## config.mk

```make
export PLATFORM = sky130hd
export DESIGN_NAME = mic_capture
export DESIGN_NICKNAME = d
export VERILOG_FILES = /design/src/rtl/mic_capture.sv
export SDC_FILE = /design/constraint.sdc
export NUM_CORES = 1
export LEC_CHECK = 0
export CAP_MARGIN = 20
export CORE_ASPECT_RATIO = 0.6
export CORE_UTILIZATION = 30
export DETAILED_ROUTE_END_ITERATION = 10
export GPL_ROUTABILITY_DRIVEN = 0
export PLACE_DENSITY_LB_ADDON = 0.05
export SLEW_MARGIN = 10
export SYNTH_ARGS = -nofsm -noshare
export SYNTH_HDL_FRONTEND = slang
export SYNTH_SLANG_ARGS = --single-unit
```

## constraint.sdc

```tcl
create_clock -name clk_i -period 4.5 [get_ports clk_i]
set_input_delay 0.675 -clock clk_i [delete_from_list [all_inputs] [get_ports clk_i]]
set_output_delay 0.675 -clock clk_i [all_outputs]
set_load 0.1 [all_outputs]
```

## src/rtl/mic_capture.sv

```systemverilog
`timescale 1ns/1ps
// mic_capture
// Audio capture front end for the Pmod MIC3, which carries an ADCS7476 12-bit
// SPI ADC. A free-running sample timer starts one conversion per period. Each
// conversion clocks a 16-bit frame out of the ADC, MSB first. The low 12 bits
// of the frame are presented as an unsigned sample with a one-cycle strobe.
// Every completed sample also feeds a peak meter. The meter reports the 4 MSBs
// of the largest distance from mid-scale seen over each window of samples.
//
// Ports
//   clk_i           system clock (25 MHz)
//   reset_i         synchronous, active-high reset
//   enable_i        allows new conversions to start
//   miso_i          ADC serial data
//   cs_n_o          ADC chip select, active low
//   sclk_o          ADC serial clock, idles high
//   sample_o        last completed unsigned sample, mid-scale 12'h800
//   sample_valid_o  one-cycle strobe when sample_o updates
//   level_o         peak magnitude of the last completed window
module mic_capture #(
    parameter int SCLK_DIV      = 4,
    parameter int SAMPLE_PERIOD = 1250,
    parameter int LEVEL_WINDOW  = 256
) (
    input  logic        clk_i,
    input  logic        reset_i,
    input  logic        enable_i,
    input  logic        miso_i,
    output logic        cs_n_o,
    output logic        sclk_o,
    output logic [11:0] sample_o,
    output logic        sample_valid_o,
    output logic [3:0]  level_o
);

    localparam int TIMER_W = (SAMPLE_PERIOD > 1) ? $clog2(SAMPLE_PERIOD) : 1;
    localparam int DIV_W   = (SCLK_DIV > 1) ? $clog2(SCLK_DIV) : 1;
    localparam int WIN_W   = (LEVEL_WINDOW > 1) ? $clog2(LEVEL_WINDOW) : 1;

    localparam logic [TIMER_W-1:0] TIMER_LAST = TIMER_W'(SAMPLE_PERIOD - 1);
    localparam logic [DIV_W-1:0]   DIV_LAST   = DIV_W'(SCLK_DIV - 1);
    localparam logic [WIN_W-1:0]   WIN_LAST   = WIN_W'(LEVEL_WINDOW - 1);

    typedef enum logic [1:0] {
        IDLE,
        SETUP,
        SHIFT,
        DONE
    } CaptureState;

    CaptureState        state_q, state_d;
    logic [TIMER_W-1:0] timer_q, timer_d;
    logic               timerTick;
    logic [DIV_W-1:0]   divCnt_q, divCnt_d;
    logic [3:0]         bitCnt_q, bitCnt_d;
    logic               csN_q, csN_d;
    logic               sclk_q, sclk_d;
    logic [11:0]        shift_q, shift_d;
    logic               captureBit;
    logic [11:0]        sample_q, sample_d;
    logic               sampleValid_q, sampleValid_d;

    logic [10:0]        peak_q, peak_d;
    logic [WIN_W-1:0]   winCnt_q, winCnt_d;
    logic [3:0]         level_q, level_d;
    logic [11:0]        belowMid;
    logic [10:0]        magnitude;
    logic [10:0]        peakMax;

    // The sample timer free-runs whether or not capture is enabled.
    // Conversions therefore always start on the same sample grid.
    always_comb begin
        timerTick = (timer_q == TIMER_LAST);
        timer_d   = timerTick ? '0 : timer_q + 1'b1;
    end

    // A bit is taken in the first cycle that the registered sclk is high.
    // This is half an SCLK period after the ADC drove it on the falling edge.
    // Only 12 bits are kept. After 16 shifts, the 4 leading zero bits of the
    // frame have fallen off the top, so the register holds the sample.
    always_comb begin
        captureBit = (state_q == SHIFT) && sclk_q && (divCnt_q == '0);
        shift_d    = captureBit ? {shift_q[10:0], miso_i} : shift_q;
    end

    // Conversion sequencer. cs_n and sclk are computed as next-state values
    // and registered, so the pins change cleanly with the state they belong to.
    // In SHIFT, divCnt times each half period and sclk_q tells which half is
    // in progress. The frame ends after the high half of bit 15.
    always_comb begin
        state_d       = state_q;
        divCnt_d      = divCnt_q;
        bitCnt_d      = bitCnt_q;
        csN_d         = csN_q;
        sclk_d        = sclk_q;
        sample_d      = sample_q;
        sampleValid_d = 1'b0;
        case (state_q)
            IDLE: begin
                csN_d  = 1'b1;
                sclk_d = 1'b1;
                if (timerTick && enable_i) begin
                    state_d  = SETUP;
                    divCnt_d = '0;
                    csN_d    = 1'b0;
                end
            end
            SETUP: begin
                if (divCnt_q == DIV_LAST) begin
                    state_d  = SHIFT;
                    divCnt_d = '0;
                    bitCnt_d = '0;
                    sclk_d   = 1'b0;
                end else begin
                    divCnt_d = divCnt_q + 1'b1;
                end
            end
            SHIFT: begin
                if (divCnt_q == DIV_LAST) begin
                    divCnt_d = '0;
                    if (!sclk_q) begin
                        sclk_d = 1'b1;
                    end else if (bitCnt_q == 4'd15) begin
                        state_d       = DONE;
                        csN_d         = 1'b1;
                        sclk_d        = 1'b1;
                        sample_d      = shift_d;
                        sampleValid_d = 1'b1;
                    end else begin
                        sclk_d   = 1'b0;
                        bitCnt_d = bitCnt_q + 1'b1;
                    end
                end else begin
                    divCnt_d = divCnt_q + 1'b1;
                end
            end
            DONE: begin
                state_d = IDLE;
                csN_d   = 1'b1;
                sclk_d  = 1'b1;
            end
            default: begin
                state_d = IDLE;
                csN_d   = 1'b1;
                sclk_d  = 1'b1;
            end
        endcase
    end

    // Distance of the newest sample from mid-scale. Only 12'h000 gives 2048,
    // and it is clamped to 2047 so the result fits in 11 bits. The window
    // closes on its last valid sample. That sample takes part in the final
    // peak through peakMax before the peak is cleared.
    always_comb begin
        belowMid  = 12'h800 - sample_q;
        magnitude = sample_q[11] ? sample_q[10:0]
                                 : (belowMid[11] ? 11'h7FF : belowMid[10:0]);
        peakMax   = (magnitude > peak_q) ? magnitude : peak_q;
        peak_d    = peak_q;
        winCnt_d  = winCnt_q;
        level_d   = level_q;
        if (sampleValid_q) begin
            if (winCnt_q == WIN_LAST) begin
                level_d  = peakMax[10:7];
                peak_d   = '0;
                winCnt_d = '0;
            end else begin
                peak_d   = peakMax;
                winCnt_d = winCnt_q + 1'b1;
            end
        end
    end

    // State and output registers. Reset aborts any conversion in flight.
    always_ff @(posedge clk_i) begin
        if (reset_i) begin
            state_q       <= IDLE;
            timer_q       <= '0;
            divCnt_q      <= '0;
            bitCnt_q      <= '0;
            csN_q         <= 1'b1;
            sclk_q        <= 1'b1;
            shift_q       <= '0;
            sample_q      <= '0;
            sampleValid_q <= 1'b0;
            peak_q        <= '0;
            winCnt_q      <= '0;
            level_q       <= '0;
        end else begin
            state_q       <= state_d;
            timer_q       <= timer_d;
            divCnt_q      <= divCnt_d;
            bitCnt_q      <= bitCnt_d;
            csN_q         <= csN_d;
            sclk_q        <= sclk_d;
            shift_q       <= shift_d;
            sample_q      <= sample_d;
            sampleValid_q <= sampleValid_d;
            peak_q        <= peak_d;
            winCnt_q      <= winCnt_d;
            level_q       <= level_d;
        end
    end

    assign cs_n_o         = csN_q;
    assign sclk_o         = sclk_q;
    assign sample_o       = sample_q;
    assign sample_valid_o = sampleValid_q;
    assign level_o        = level_q;

endmodule
```

Yosys cells after proc, flatten, opt, wreduce, memory -nomap -nowiden
Index checks and enable logic that the tools add are counted.
{"block": "op_classes", "eq_ne": 13, "n_lt_le_gt_ge": 1, "bitwise": 3, "addsub": 5, "muxes": 30, "reduce_logical": 21}
{"operator": "2-to-1 mux 11 bit", "count": 4}
{"operator": "2-to-1 mux 4 bit", "count": 4}
{"operator": "2-to-1 mux 2 bit", "count": 7}
{"operator": "2-to-1 mux 12 bit", "count": 1}
{"operator": "subtractor 12 bit, first input constant", "count": 1}
{"operator": "adder 11 x 1 -> 11 bit, second input constant", "count": 1}
{"operator": "equality test 11 bit, second input constant", "count": 1}
{"operator": "greater-than comparator 11 bit", "count": 1}
{"operator": "AND reduction 5 bit", "count": 2}
{"operator": "adder 8 x 1 -> 8 bit, second input constant", "count": 1}
{"operator": "equality test 8 bit, second input constant", "count": 1}
{"operator": "2-to-1 mux 1 bit", "count": 8}
{"operator": "2-to-1 mux 8 bit", "count": 1}
{"operator": "!= test 2 bit, second input constant", "count": 4}
{"operator": "one-hot mux 2 bit (4 select lines)", "count": 1}
{"operator": "one-hot mux 4 bit (2 select lines)", "count": 1}
{"operator": "AND reduction 2 bit", "count": 4}
{"operator": "AND reduction 4 bit", "count": 2}
{"operator": "equality test 2 bit, second input constant", "count": 3}
{"operator": "one-hot mux 1 bit (3 select lines)", "count": 2}
{"operator": "nonzero test 2 bit", "count": 3}
{"operator": "OR reduction 2 bit", "count": 3}
{"operator": "adder 4 x 1 -> 4 bit, second input constant", "count": 1}
{"operator": "equality test 4 bit, second input constant", "count": 1}
{"operator": "other kinds (9)", "count": 15}
{"block": "word_totals", "inputBits": 4, "word_cells": 86, "output_inout_bits": 19, "ff_bits": 69}

Logic depth before layout (Yosys ltp)
{"block": "logic_depth", "word_depth": 6, "mapped_depth": 13}

Worst setup path before layout
Ideal clock, no wire load.
{"block": "synth_path", "kind": "flip-flop to flip-flop", "startpoint": "reg sample_q[2] (netlist: sample_o[2])", "endpoint": "reg level_q[1] (netlist: level_o[1])", "path_stages_with_launch": 13, "n_path_buf": 1, "period_less_slack_ns": 3.707, "slack_ns": 0.793, "t_arrival_ns": 3.644, "t_required_ns": 4.437, "setup_time_ns": 0.063, "path_cell_list": "dfxtp_1 -> nor4_4 -> nand3_2 -> or4_1 -> buf_6 -> nand2_1 -> ha_1 -> a21oi_1 -> a211oi_2 -> a2111oi_4 -> nor2_4 -> or4_1 -> nand3_1"}
{"block": "synth_via", "elab_chain_cells": 5}
{"item": "start: declaration", "line_no": "60", "text": "logic [11:0] sample_q, sample_d;"}
{"item": "start signal: assignment", "line_no": "197", "text": "sample_q <= sample_d;"}
{"item": "subtractor 12 bit", "line_no": "155", "text": "belowMid = 12'h800 - sample_q;"}
{"item": "2-to-1 mux 11 bit", "line_no": "157", "text": ": (belowMid[11] ? 11'h7FF : belowMid[10:0]);"}
{"item": "2-to-1 mux 11 bit *", "line_no": "156", "text": "magnitude = sample_q[11] ? sample_q[10:0]"}
{"item": "greater-than comparator 11 bit", "line_no": "158", "text": "peakMax = (magnitude > peak_q) ? magnitude : peak_q;"}
{"item": "2-to-1 mux 11 bit *", "line_no": "158"}
{"item": "end signal: assignment", "line_no": "201", "text": "level_q <= level_d;"}
{"item": "end: declaration", "line_no": "65", "text": "logic [3:0] level_q, level_d;"}
Every way passes the cells marked *; elsewhere a longest branch is shown, timed or not. The select of a mux whose other input is x is not followed.
A chain may end at the register's enable or synchronous reset.

Worst setup path in the final report
{"block": "layout_path", "startpoint": "reg sample_q[2] (netlist: sample_o[2])", "endpoint": "reg level_q[3] (netlist: level_o[3])"}
The elaborated chain is that of the path after synthesis.

==> metrics.md <==
| Metric | Value |
|---|---|
| Setup repair after global routing missed its margin | `false` |
| Overflow after GRT | `0` |
| Final Max Tran Viols | `0` |
| Slowest cell on the critical path | `or4_1` |
| Clk Latency, worst-skew pair | `0.34 ns` |
| Critical path required time | `4.71 ns` |
| Global-route wire length before repair | `between 10 and 15 mm` |
| Count of fill cells added during filler insertion | `~1100` |
| Commonest cells after routing, fill and taps aside | `dfxtp_1, nor2_1, nand2_1, inv_1, ha_1` |
| Post-route antenna net violation count | `0` |
| Yosys reg bits | `69` |
| Clock tree from TritonCTS | `done` |
| Via count normalized by instance count | `4.94` |
| Post-Route WL | `7.82 mm` |
| Number of hold buffers added after CTS | `0` |
| WHS Endpoint | `peak_q[3]` |
| I/O Buffers | `22` |
| Type of the worst setup path | `flop to flop` |
| Post-synth design cell area | `0.00346 mm^2` |
| Number of design rule violations left after detail routing | `0` |
| Clock-pin slew of the registers on the worst-case setup and hold paths | `0.06 ns` |
| Global-route usage over all layers | `0.144` |
| Number of flops mapped to enable cells by yosys | `0` |
| Relative slew slack | `0.334` |
| Count of antenna diodes in the layout | `0` |
| Sequential cell area | `0.00138 mm^2` |
| Die area | `0.0120 mm^2` |
| Period utilization | `0.815` |
| Total power draw | `~1.5 mW` |
| Final count of hold timing violations | `0` |
| Run status | `finished, final reports clean` |
| CP peak stage delay | `0.60 ns` |
| Instance count after placement with tap cells included | `around 540` |
| Number of sinks handled by clock tree synthesis | `69` |
| Maximum clock insertion buffer count | `2` |
| Horizontal die dimension | `141 um` |
| Final Worst Setup Slack | `roughly 0.83 ns` |
| Area Growth Syn to Fin | `18.9%` |
| Achievable Freq | `between 200 and 300 MHz` |
| Worst hold path startpoint | `peak_q[3]` |
| Number of iterations in the first detailed-routing pass | `4` |
| Final #Nets | `442` |
| DP HPWL | `5.66 mm` |
| Post-route non-filler standard cell count | `between 500 and 600` |
| Initial antenna violation count | `0` |
| Met2 layer usage reported by global route | `0.180` |
| Syn Nets | `421` |
| Worst-case vdd ir drop | `177 uV` |
| Delay-heaviest family, CP | `simple AND/OR/NAND/NOR gates` |
| Critical R2R Launch | `sample_o[2]` |
| Standard-cell row count | `29` |
| Inserted Clock Buffers | `9` |
| Core Util, Final | `0.378` |
| Via total after detailed routing | `2761` |
| Placed cell areas | `0.00381 mm^2` |
| Portion of the post-synthesis area used by sequential elements | `0.400` |
| Max_cap viols | `0` |
| Post-CTS Repair Setup Buffers | `0` |
| Min-Delay Path Class | `flop to flop` |
| Most common library cell in the layout ignoring fill and taps | `dfxtp_1` |
| Worst Setup Slack post-DPL | `roughly 0.85 ns` |
| Largest fanout of any net on the critical path | `8` |
| Actual slew at the worst max-slew pin | `roughly 1.0 ns` |
| DR WL/cell | `14.0 um` |
| Count of cells along the worst register-to-register path | `11` |
| Met3 routing resource usage after global routing | `0.0474` |
| Top Usage Layer GRT | `met1` |
| Initial drt markers | `123` |
| Height of the die | `85.2 um` |
| Worst hold-check slack | `0.484 ns` |
| CTS-repair resized insts | `0` |
| Post-synth top flop | `dfxtp_1` |
| Post-route design area | `0.00411 mm^2` |
| Number of failing setup endpoints in the final timing report | `0` |
| Core area | `0.0109 mm^2` |
| Worst EP arrival | `3.87 ns` |
| Clock period minus worst slack | `3.67 ns` |
| Startpoint Class | `flop` |
| Cells after Synth | `between 300 and 400` |
| Total power density per cell area | `about 360 mW/mm^2` |
| Crit-path cells | `nor4_4 > nand3_2 > or4_1 > nand2_1 > ha_1 > a21oi_1 > a211oi_2 > a2111oi_4 > and2b_1 > a211oi_1 > nor3_1` |
| Worst Clk Skew | `0.00641 ns` |
| Pin count of the biggest net entering global routing | `37` |
| Hold Path Stages | `1` |
| Number of different library cells in the post-synthesis netlist | `51` |
| Initial core utilization | `0.318` |
| Buffers and inverters on the worst path | `0` |
| Number of levels in the clock H-tree | `3` |
| Met1 Use GR | `0.224` |
| Capture instance of the worst register-to-register path | `level_o[3]` |
| Proportion of layout cells with a drive suffix above 1 | `0.0857` |
| Vias in the first global route | `around 2600` |
| Average cell area after synthesis | `8.77 um^2` |
| Multi-input logic area | `0.00193 mm^2` |
| Root Driver | `clkbuf_16` |
| R2R Setup Slk | `approximately 0.83 ns` |
| Crit path capture type | `flop` |
| Share of flip-flops with an asynchronous set or reset | `0` |
| Final total negative setup slack | `0 ns` |
| Leakage dissipation | `1.54 nW` |
| Top-level I/O count | `23` |
| Synth warnings | `0` |
==> worst reg2reg max path, cell delays in order, from the launching register on <==
cell and delay, ns:
dfxtp_1 0.39, nor4_4 0.51, nand3_2 0.12, or4_1 0.60, nand2_1 0.18, ha_1 0.27, a21oi_1 0.19, a211oi_2 0.11
a2111oi_4 0.53, and2b_1 0.26, a211oi_1 0.29, nor3_1 0.09
==> registers in the layout (all words and copies together), names as in the netlist <==
signal / count
sample_valid_o: 1
winCnt_q: 8
divCnt_q: 2
shift_q: 12
state_q: 2
sclk_o: 1
peak_q: 11
timer_q: 11
bitCnt_q: 4
level_o: 4
cs_n_o: 1
sample_o: 12
==> cell families after synthesis <==
group,after synthesis,share of synthesized area
DFF,69,0.400
and+or+nand+nor,151,0.219
adders and majority gates,23,0.0832
muxes,15,0.0434
AOI/OAI and AO/OA,79,0.161
xor gates and xnor gates,20,0.0507
buffers and inverters,37,0.0423
==> metal layers <==
layer | up-vias | wire, um | part of all wire
li1 | 1437 | - | -
met1 | 1268 | 4570 | 0.58
met2 | 49 | 2810 | 0.36
met3 | 7 | 365 | 0.047
met4 | 0 | 78 | 0.010
met5 | - | 0 | 0
==> cell usage after synthesis (all sizes together), types with 3 or more instances <==
cell     n  area share
inv     23       0.025
nor4     4       0.012
and3     4      0.0072
or2      3      0.0054
ha      23       0.083
a21oi   23       0.035
clkbuf  11       0.012
a22o     7       0.018
nand3   18       0.029
a21o     3      0.0065
nand2b   4      0.0072
o21ai   12       0.017
nor3     6      0.0087
nand4   11       0.020
and2     3      0.0058
dfxtp   69        0.40
a31oi    3      0.0054
nand2   24       0.028
xnor2   11       0.028
xor2     9       0.023
buf      3      0.0054
mux2i   15       0.043
nor2    64       0.072
a211oi  18       0.041
==> power by group <==
group          switching [mW]  internal (mW)  leakage, nW  total (mW)
sequential             0.0116          0.620        0.556       0.631
clock                   0.292          0.437        0.143       0.729
combinational          0.0700         0.0295        0.838      0.0995
==> layout make-up <==
type / count / share of cell area
tap: 139 / 0.0423
clock inverter: 7 / 0.0195
timing repair buffer: 24 / 0.0560
sequential: 69 / 0.336
inverter: 23 / 0.0210
clock buffer: 9 / 0.0548
multi-input combinational: 288 / 0.470
==> how the worst max path moves through the flow <==
stage,start,end,cells after the start
2_1_floorplan,sample_o[2],level_o[1],12
3_3_place_gp,sample_o[2],level_o[3],11
3_5_place_dp,sample_o[2],level_o[3],11
4_1_cts,sample_o[2],level_o[3],11
5_1_grt,sample_o[2],level_o[1],11
6_report,sample_o[2],level_o[3],11
Note: power is estimated with default switching activity, not from simulation.
